`config.mk`:
```
export PLATFORM = sky130hd
export DESIGN_NAME = alu_req_master_flat
export DESIGN_NICKNAME = d
export VERILOG_FILES = /design/src/rtl/alu_req_pkg.sv /design/src/rtl/alu_req_master_if.sv /design/src/rtl/alu_req_fifo.sv /design/src/rtl/alu_req_master.sv /design/src/flat_wrapper.sv
export SDC_FILE = /design/constraint.sdc
export NUM_CORES = 1
export LEC_CHECK = 0
export CAP_MARGIN = 20
export CORE_ASPECT_RATIO = 1.75
export CORE_MARGIN = 2
export CORE_UTILIZATION = 49
export CTS_CLUSTER_DIAMETER = 40
export DETAILED_ROUTE_END_ITERATION = 10
export PLACE_DENSITY = 0.76
export SYNTH_ARGS = -nofsm -noshare
export SYNTH_HDL_FRONTEND = slang
export SYNTH_SLANG_ARGS = --single-unit
```
`constraint.sdc`:
```
create_clock -name clock -period 2.27 [get_ports clock]
set_input_delay 0.454 -clock clock [delete_from_list [all_inputs] [get_ports clock]]
set_output_delay 0.454 -clock clock [all_outputs]
set_load 0.01 [all_outputs]
```
`src/rtl/alu_req_pkg.sv`:
```
// Shared types for the ALU request master: FSM encoding, result status codes
// and the packed operation record carried through the queue.
package alu_req_pkg;

  localparam int OPA_W = 2;
  localparam int OPB_W = 2;
  localparam int SEL_W = 4;
  localparam int RES_W = 7;
  localparam int OP_W  = SEL_W + OPB_W + OPA_W;

  typedef enum logic [1:0] {
    S_IDLE    = 2'd0,
    S_REQ     = 2'd1,
    S_EXEC    = 2'd2,
    S_RELEASE = 2'd3
  } state_t;

  localparam logic [1:0] ST_OK         = 2'b00;
  localparam logic [1:0] ST_TIMEOUT    = 2'b01;
  localparam logic [1:0] ST_GRANT_LOST = 2'b10;

  typedef struct packed {
    logic [SEL_W-1:0] sel;
    logic [OPB_W-1:0] b;
    logic [OPA_W-1:0] a;
  } op_t;

endpackage

```
`src/rtl/alu_req_master_if.sv`:
```
// Producer, arbiter and ALU-side signals of the request master, bundled so the
// master and its environment see opposite directions.
interface alu_req_master_if;
  import alu_req_pkg::*;

  logic             op_valid;
  logic             op_ready;
  logic [OPA_W-1:0] op_a;
  logic [OPB_W-1:0] op_b;
  logic [SEL_W-1:0] op_sel;
  logic             req;
  logic             gnt;
  logic [OPA_W-1:0] alu_a;
  logic [OPB_W-1:0] alu_b;
  logic [SEL_W-1:0] alu_sel;
  logic [RES_W-1:0] alu_out;
  logic             alu_carry;
  logic             res_valid;
  logic [RES_W-1:0] res_data;
  logic             res_carry;
  logic [1:0]       res_status;
  logic             busy;

  modport master (
    input  op_valid, op_a, op_b, op_sel, gnt, alu_out, alu_carry,
    output op_ready, req, alu_a, alu_b, alu_sel,
           res_valid, res_data, res_carry, res_status, busy
  );

  modport slave (
    output op_valid, op_a, op_b, op_sel, gnt, alu_out, alu_carry,
    input  op_ready, req, alu_a, alu_b, alu_sel,
           res_valid, res_data, res_carry, res_status, busy
  );

endinterface

```
`src/rtl/alu_req_fifo.sv`:
```
// Registered operation queue; the head entry is visible on rdata while not empty.
module alu_req_fifo #(
  parameter int DEPTH = 4,
  parameter int WIDTH = 8
) (
  input  logic             clock,
  input  logic             reset,
  input  logic             push,
  input  logic             pop,
  input  logic [WIDTH-1:0] wdata,
  output logic [WIDTH-1:0] rdata,
  output logic             full,
  output logic             empty
);
  localparam int AW = $clog2(DEPTH);

  logic [WIDTH-1:0] mem [DEPTH];
  logic [AW-1:0]    wr_ptr;
  logic [AW-1:0]    rd_ptr;
  logic [AW:0]      count;
  logic             do_push;
  logic             do_pop;

  assign full    = (count == (AW+1)'(DEPTH));
  assign empty   = (count == '0);
  assign do_push = push && !full;
  assign do_pop  = pop && !empty;
  assign rdata   = mem[rd_ptr];

  // Power-of-two depth lets the pointers wrap by plain overflow.
  always_ff @(posedge clock or posedge reset) begin
    if (reset) begin
      wr_ptr <= '0;
      rd_ptr <= '0;
      count  <= '0;
    end else begin
      if (do_push) wr_ptr <= wr_ptr + AW'(1);
      if (do_pop)  rd_ptr <= rd_ptr + AW'(1);
      case ({do_push, do_pop})
        2'b10:   count <= count + (AW+1)'(1);
        2'b01:   count <= count - (AW+1)'(1);
        default: count <= count;
      endcase
    end
  end

  always_ff @(posedge clock) begin
    if (do_push) mem[wr_ptr] <= wdata;
  end

endmodule

```
`src/rtl/alu_req_master.sv`:
```
// Initiator side of the shared-ALU req/gnt handshake: queues operations,
// wins the ALU for each, captures the result and hands the grant back.
module alu_req_master
  import alu_req_pkg::*;
#(
  parameter int FIFO_DEPTH  = 4,
  parameter int TIMEOUT     = 15,
  parameter int HOLD_CYCLES = 1
) (
  input logic              clock,
  input logic              reset,
  alu_req_master_if.master bus
);
  localparam int CNT_W = $clog2(TIMEOUT + HOLD_CYCLES + 1);

  state_t           state, state_nx;
  op_t              op_q, op_nx, fifo_head, fifo_in;
  logic [CNT_W-1:0] cnt, cnt_nx;
  logic             rv_q, rv_nx;
  logic [RES_W-1:0] rd_q, rd_nx;
  logic             rc_q, rc_nx;
  logic [1:0]       rs_q, rs_nx;
  logic             fifo_pop, fifo_full, fifo_empty;
  logic             drive_bus;

  assign fifo_in = {bus.op_sel, bus.op_b, bus.op_a};

  alu_req_fifo #(.DEPTH(FIFO_DEPTH), .WIDTH(OP_W)) u_fifo (
    .clock (clock),
    .reset (reset),
    .push  (bus.op_valid),
    .pop   (fifo_pop),
    .wdata (fifo_in),
    .rdata (fifo_head),
    .full  (fifo_full),
    .empty (fifo_empty)
  );

  always_ff @(posedge clock or posedge reset) begin
    if (reset) begin
      state <= S_IDLE;
      op_q  <= '0;
      cnt   <= '0;
      rv_q  <= 1'b0;
      rd_q  <= '0;
      rc_q  <= 1'b0;
      rs_q  <= ST_OK;
    end else begin
      state <= state_nx;
      op_q  <= op_nx;
      cnt   <= cnt_nx;
      rv_q  <= rv_nx;
      rd_q  <= rd_nx;
      rc_q  <= rc_nx;
      rs_q  <= rs_nx;
    end
  end

  // One counter serves both the REQ wait and the EXEC hold, cleared on entry.
  always_comb begin
    state_nx = state;
    op_nx    = op_q;
    cnt_nx   = cnt;
    rv_nx    = 1'b0;
    rd_nx    = rd_q;
    rc_nx    = rc_q;
    rs_nx    = rs_q;
    fifo_pop = 1'b0;
    case (state)
      S_IDLE: begin
        if (!fifo_empty) begin
          fifo_pop = 1'b1;
          op_nx    = fifo_head;
          cnt_nx   = '0;
          state_nx = S_REQ;
        end
      end
      S_REQ: begin
        if (bus.gnt) begin
          cnt_nx   = '0;
          state_nx = S_EXEC;
        end else if (cnt == CNT_W'(TIMEOUT - 1)) begin
          rv_nx    = 1'b1;
          rd_nx    = '0;
          rc_nx    = 1'b0;
          rs_nx    = ST_TIMEOUT;
          cnt_nx   = '0;
          state_nx = S_RELEASE;
        end else begin
          cnt_nx = cnt + CNT_W'(1);
        end
      end
      S_EXEC: begin
        if (!bus.gnt) begin
          rv_nx    = 1'b1;
          rd_nx    = '0;
          rc_nx    = 1'b0;
          rs_nx    = ST_GRANT_LOST;
          state_nx = S_RELEASE;
        end else if (cnt == CNT_W'(HOLD_CYCLES - 1)) begin
          rv_nx    = 1'b1;
          rd_nx    = bus.alu_out;
          rc_nx    = bus.alu_carry;
          rs_nx    = ST_OK;
          state_nx = S_RELEASE;
        end else begin
          cnt_nx = cnt + CNT_W'(1);
        end
      end
      S_RELEASE: begin
        // Wait for the arbiter to drop gnt so the next req starts from its idle.
        if (!bus.gnt) state_nx = S_IDLE;
      end
      default: state_nx = S_IDLE;
    endcase
  end

  assign drive_bus      = (state == S_REQ) || (state == S_EXEC);
  assign bus.req        = drive_bus;
  assign bus.alu_a      = drive_bus ? op_q.a   : '0;
  assign bus.alu_b      = drive_bus ? op_q.b   : '0;
  assign bus.alu_sel    = drive_bus ? op_q.sel : '0;
  assign bus.op_ready   = !fifo_full;
  assign bus.busy       = (state != S_IDLE) || !fifo_empty;
  assign bus.res_valid  = rv_q;
  assign bus.res_data   = rd_q;
  assign bus.res_carry  = rc_q;
  assign bus.res_status = rs_q;

endmodule

```
`src/flat_wrapper.sv`:
```
// flat-port wrapper written by rule: the top's interface ports become plain ports
module alu_req_master_flat import alu_req_pkg::*;
#(
  parameter int FIFO_DEPTH  = 4,
  parameter int TIMEOUT     = 15,
  parameter int HOLD_CYCLES = 1
)
  (clock, reset, bus_op_valid, bus_op_a, bus_op_b, bus_op_sel, bus_gnt, bus_alu_out, bus_alu_carry, bus_op_ready, bus_req, bus_alu_a, bus_alu_b, bus_alu_sel, bus_res_valid, bus_res_data, bus_res_carry, bus_res_status, bus_busy);
  alu_req_master_if bus_i ();
  input logic clock;
  input logic reset;
  input wire logic [$bits(bus_i.op_valid)-1:0] bus_op_valid;
  input wire logic [$bits(bus_i.op_a)-1:0] bus_op_a;
  input wire logic [$bits(bus_i.op_b)-1:0] bus_op_b;
  input wire logic [$bits(bus_i.op_sel)-1:0] bus_op_sel;
  input wire logic [$bits(bus_i.gnt)-1:0] bus_gnt;
  input wire logic [$bits(bus_i.alu_out)-1:0] bus_alu_out;
  input wire logic [$bits(bus_i.alu_carry)-1:0] bus_alu_carry;
  output wire logic [$bits(bus_i.op_ready)-1:0] bus_op_ready;
  output wire logic [$bits(bus_i.req)-1:0] bus_req;
  output wire logic [$bits(bus_i.alu_a)-1:0] bus_alu_a;
  output wire logic [$bits(bus_i.alu_b)-1:0] bus_alu_b;
  output wire logic [$bits(bus_i.alu_sel)-1:0] bus_alu_sel;
  output wire logic [$bits(bus_i.res_valid)-1:0] bus_res_valid;
  output wire logic [$bits(bus_i.res_data)-1:0] bus_res_data;
  output wire logic [$bits(bus_i.res_carry)-1:0] bus_res_carry;
  output wire logic [$bits(bus_i.res_status)-1:0] bus_res_status;
  output wire logic [$bits(bus_i.busy)-1:0] bus_busy;
  assign bus_i.op_valid = bus_op_valid;
  assign bus_i.op_a = bus_op_a;
  assign bus_i.op_b = bus_op_b;
  assign bus_i.op_sel = bus_op_sel;
  assign bus_i.gnt = bus_gnt;
  assign bus_i.alu_out = bus_alu_out;
  assign bus_i.alu_carry = bus_alu_carry;
  assign bus_op_ready = bus_i.op_ready;
  assign bus_req = bus_i.req;
  assign bus_alu_a = bus_i.alu_a;
  assign bus_alu_b = bus_i.alu_b;
  assign bus_alu_sel = bus_i.alu_sel;
  assign bus_res_valid = bus_i.res_valid;
  assign bus_res_data = bus_i.res_data;
  assign bus_res_carry = bus_i.res_carry;
  assign bus_res_status = bus_i.res_status;
  assign bus_busy = bus_i.busy;
  alu_req_master #(.FIFO_DEPTH(FIFO_DEPTH), .TIMEOUT(TIMEOUT), .HOLD_CYCLES(HOLD_CYCLES)) u_core (.clock(clock), .reset(reset), .bus(bus_i));
endmodule
```
Word-level counts from Yosys, hierarchy flattened
Memory sizes are Yosys's and may differ from the RTL's. A register that Yosys moved wholly into a read port is not among the register bits. Cells that the tools add are included.

Bitwise operators: 1. Reductions and logical operators: 17. $add $sub $neg: 5. Muxes and demuxes: 41. Equality and inequality tests: 15.

Operator list (count): $mux W7 (4); $mux W5 (5); $mux W2 (12); $pmux W5 S3 (1); $pmux W7 S2 (1); $mux W1 (12); $reduce_and A4 Y1 (3); $ne A2 B2 Y1 const B (5); $pmux W2 S4 (1); $eq A2 B2 Y1 const B (3); $ne A3 B2 Y1 const B (2); $pmux W3 S2 (1); $reduce_bool A2 Y1 (3); $add A5 B1 Y5 const B (1); $eq A5 B4 Y1 const B (1); $logic_not A5 Y1 (1); $add A2 B1 Y2 const B (2); $eq A2 B1 Y1 const B (2); $mux W4 (1); $pmux W1 S2 (2); $pmux W2 S2 (1); $add A3 B1 Y3 const B (1); $eq A3 B3 Y1 const B (1); $logic_not A3 Y1 (1); other kinds (9) (12).

Bits in writable memories: 32. Memories kept: 1. Register bits: 25. Logic and storage cells: 89.

Memory list: u_core.u_fifo.mem (depth 4, width 8, rd ports 1, clocked after memory_dff 1, wr ports 1, line alu_req_fifo.sv:17) `logic [WIDTH-1:0] mem [DEPTH];`.

Logic depth before layout (Yosys ltp)
Word-level depth: 6. Depth in mapped cells: 9.

Hierarchy
From an unflattened synthesis, not the netlist that was laid out.

Cell total of the unflattened synthesis: 205. Area, all modules: 3005.4 um2.

By module, submodules not included: alu_req_fifo (area an instance 1596.5 um2, cells an instance 80, sequential area each 1136.1 um2, times used 1); alu_req_master (area an instance 1408.9 um2, cells an instance 125, sequential area each 650.6 um2, times used 1).

Least setup slack after synthesis
No wires, ideal clock.

Path type: register to register. Start point: register u_core.u_fifo.count[2]. End point: register u_core.u_fifo.count[2]. Data required time: 2145 ps. Arrival: 2307 ps. Setup time: 125 ps. Setup slack: -162 ps. Cell stages (with the launch flop): 8. Cells stage by stage: dfrtp_1 o31ai_2 clkinv_1 ha_1 fa_1 xnor2_1 nor2_1 xor2_1.

Cells in the longest elaborated chain, start to end: 6.

Ends and longest elaborated chain: start, declared (line alu_req_fifo.sv:20) `logic [AW:0] count;`; start signal, assigned (line alu_req_fifo.sv:40) `2'b10: count <= count + (AW+1)'(1);`; start signal, assigned (line alu_req_fifo.sv:41) `2'b01: count <= count - (AW+1)'(1);`; start signal, assigned (line alu_req_fifo.sv:42) `default: count <= count;`; $logic_not A3 Y1 (*) (line alu_req_fifo.sv:25) `assign empty = (count == '0);`; $mux W1 (*) (line alu_req_master.sv:71) `if (!fifo_empty) begin`; $mux W1 (*) (line alu_req_master.sv:69) `case (state)`; via u_core.fifo_pop (line alu_req_master.sv:23) `logic fifo_pop, fifo_full, fifo_empty;`; $logic_and A1 B1 Y1 (*) (line alu_req_fifo.sv:27) `assign do_pop = pop && !empty;`; $eq A2 B1 Y1 or $eq A2 B2 Y1 (tied branches) (line alu_req_fifo.sv:39) `case ({do_push, do_pop})`; $pmux W3 S2 or $reduce_bool A2 Y1 (tied branches).

Mark *: on every way through the listed nets, which the timed path passes. The rest lies on a longest branch. A chain may end at the register's enable or synchronous reset.

Worst setup path after layout
Start point: register u_core.state[1]. End point: output port bus_alu_sel[3].

Cells in the longest elaborated chain, start to end: 3.

Ends and longest elaborated chain: start, declared (line alu_req_master.sv:16) `state_t state, state_nx;`; start signal, assigned (line alu_req_master.sv:49) `state <= state_nx;`; $eq A2 B1 Y1 or $eq A2 B2 Y1 (tied branches) (line alu_req_master.sv:118) `assign drive_bus = (state == S_REQ) || (state == S_EXEC);`; $logic_or A1 B1 Y1 (*) (line alu_req_master.sv:118); $mux W4 (*) (line alu_req_master.sv:122) `assign bus.alu_sel = drive_bus ? op_q.sel : '0;`; end, declared (line flat_wrapper.sv:23) `output wire logic [$bits(bus_i.alu_sel)-1:0] bus_alu_sel;`.

Every way passes the cells marked *; elsewhere a longest branch is shown, timed or not.

==> impl_metrics.toml <==
[placement]
dp.cells = 342
place_hpwl_um = 4200
portBuffers = 41
routabilityCongestion = 0.823

[setup_path]
endpoint_kind = "output pin"
cp_data_arrival_time_ns = 1.75
crit_required_ns = 1.82
worstPathMaxFanout = 6
critPathKind = "flip-flop to output pin"
crit_chain = "inv_1 -> ha_4 -> and2_1 -> clkdlybuf4s50_1"
critPathLaunchType = "flip-flop"
slowest_delay_ns = 0.53
crit_slowest_cell = "clkdlybuf4s50_1"

[floorplan]
core_area_um2 = 5880
rows = 37
die-height_um = 107
start_util_pct = 50.9
io-pin-count = 42
die_width_um = 63.1
die_area_um2 = 6780

[synthesis]
synth_flop_cell = "dfrtp_1"
syn_area_per_cell_um2 = 14.0
synth_cell_types = 40
synth.most_common_cell = "dfrtp_1"
syn-num-nets = 249
yosysWarnings = 0
synth-seq-cells = 65
syn_area_um2 = 3000
synth_edf_count = 32
async_flop_share_pct = 50.8
synth_cells = 214
yosysTopAreaCellShare_pct = 32.1
synth_top_area_cell = "edfxtp_1"
synth_seq_area_share_pct = 59.6
ys_top_cells_by_count = "dfrtp_1 (33), edfxtp_1 (32), nand2_1 (32)"
synth.area.top_cells = "edfxtp_1 (32%), dfrtp_1 (28%), mux4_2 (6.0%), ha_1 (5.8%), mux2_4 (4.0%)"

[route]
dr.pass1.iters = 4
post_drt_via_cell_ratio = 5.28
wirelength_um = 5790
num_vias = 1912
antenna_left = 0
wl_per_cell_um = 16.0
drc = 0
first_iter_violations = 80

[cts]
cts-root-buf = "clkbuf_8"
cts-buffers-inserted = 9
clockBufferDepth = 2
cts_tree = "done"
htree_levels = 3
path_clk_slew_ns = 0.08
insertion_delay_ns = 0.35
cts.sinks = 65

[worst_hold_path]
hold_class = "flip-flop to flip-flop"

[power]
ir_drop_mv = 0.894
leakage_nw = 1.75
p_per_area_nw_per_um2 = 1370

[finish]
nets = 314
n_fill_cell = 469
layoutNonFillerInstCount = 362
post-route-util_pct = 65.4
syn2layout_area_growth_pct = 28.4
antenna_cells = 0
drive_gt1_share_pct = 22.2

[timing]
rsz0062_at_grt = "false"
final_max_slew_viol_count = 0
finalSetupViolCount = 0
finalCritPeriodShare_pct = 97.1
max_slew_margin_pct = 60.3
setup_tns_ns = 0
tightest_slew_ns = 0.596
skew_ns = 0.0116
hold_viol_final = 0
post-route-min-period_ns = 2.21
fmax_mhz = 453

[global_route]
grt_usage_pct = 19.0
grt_pass1_vias = 2006
gr-total-overflow = 0
grt_antenna_before_repair = 0
grt_max_degree = 34
grt_pass1_wl_um = 9670

[flow_run]
cap_violations = 0

[outcome]
outcome = "complete, no violations"
[power breakdown]
part	internal, mW	leakage [nW]	switching (mW)	total (mW)
Combinational	1.26	0.928	1.09	2.35
Clock	0.526	0.102	0.499	1.02
Sequential	1.62	0.716	0.254	1.88
[cells in the final DEF, fill, tap and decap left out, types with 9 or more instances in the layout]
cell type and count:
edfxtp_1 32, inv_1 11, buf_4 18, ha_1 13, dfrtp_1 33, clkdlybuf4s50_1 33, clkbuf_8 9, nand2_1 32
and3_1 15, and2_1 9
[routing by layer]
layer / global-route usage (%) / wire length (um) / vias up
li1: - / - / 899
met1: 20.3 / 2180 / 943
met2: 34.1 / 3230 / 56
met3: 4.60 / 231 / 14
met4: 10.0 / 148 / 0
met5: 0 / 0 / -
[timing repair]
action | CTS | global route
pin swaps | 1 | 2
setup endpoints to repair | 10 | 9
gates resized for setup | 7 | 6
hold buffers | 0 | 0
buffers inserted | 2 | 2
[path summary, 6_finish.rpt]
check | slack [ns] | to | depth (start not counted) | from
hold reg to reg | 0.47 | u_core.op_q[2]$_DFFE_PP0P_ | 2 | u_core.op_q[2]$_DFFE_PP0P_
setup / recovery | 0.06 | bus_alu_sel[3] | 4 | u_core.state[1]$_DFFE_PP0P_
max in group asynchronous | 1.46 | u_core.cnt[0]$_DFFE_PP0P_ | 3 | reset
hold / removal | 0.47 | u_core.op_q[2]$_DFFE_PP0P_ | 2 | u_core.op_q[2]$_DFFE_PP0P_
min in group asynchronous | 0.50 | u_core.bus.res_data[0]$_DFFE_PP0P_ | 3 | reset
setup reg to reg | 0.15 | u_core.bus.res_data[1]$_DFFE_PP0P_ | 6 | u_core.cnt[0]$_DFFE_PP0P_
[kinds of logic (layout without fill, tap and decap cells)]
logic type / Yosys count / after routing / synth area share [%]
and+or+nand+nor: 73 / 73 / 13.0
adders and majority gates: 15 / 15 / 6.52
xor gates and xnor gates: 6 / 6 / 1.75
buffers and inverters: 19 / 89 / 2.71
DFF: 65 / 65 / 59.6
AOI/OAI and AO/OA: 14 / 14 / 4.18
muxes: 22 / 22 / 12.2
[worst max-delay path: cells and delay by family (launching register included)]
family	cells	cell delay [ns]
adders and majority gates	1	0.30
buffers and inverters	2	0.61
DFF	1	0.37
and+or+nand+nor	1	0.12
[sequential cells by signal (all words and copies together), names as in the netlist]
register / flops
u_core.op_q: 8
u_core.u_fifo.rd_ptr: 2
u_core.u_fifo.count: 3
u_core.cnt: 5
u_core.bus.res_carry: 1
u_core.bus.res_data: 7
u_core.u_fifo.mem: 32
u_core.u_fifo.wr_ptr: 2
u_core.bus.res_status: 2
u_core.state: 2
u_core.bus.res_valid: 1
[per-stage QoR]
step	setup WS [ns]	total power, mW	hold WS (ns)	instance area, um2
2_1_floorplan	0.0158	3.27	0.437	3000
3_3_place_gp	0.0829	4.10	0.450	3590
3_5_place_dp	0.0425	4.18	0.455	3590
4_1_cts	0.00693	5.28	0.474	3820
5_1_grt	0.00610	5.61	0.497	3850
6_report	0.0649	5.26	0.470	3850
[area by class of cell]
cell class | count | area, um2 | area share, %
Inverter | 13 | 48.8 | 1.27
Sequential cell | 65 | 1790 | 46.4
Clock inverter | 7 | 81.3 | 2.11
Clock buffer | 9 | 124 | 3.22
Multi-Input combinational cell | 130 | 1150 | 30.0
Tap cell | 78 | 97.6 | 2.54
Timing Repair Buffer | 60 | 557 | 14.5
Power figures use the tool's default switching activity.
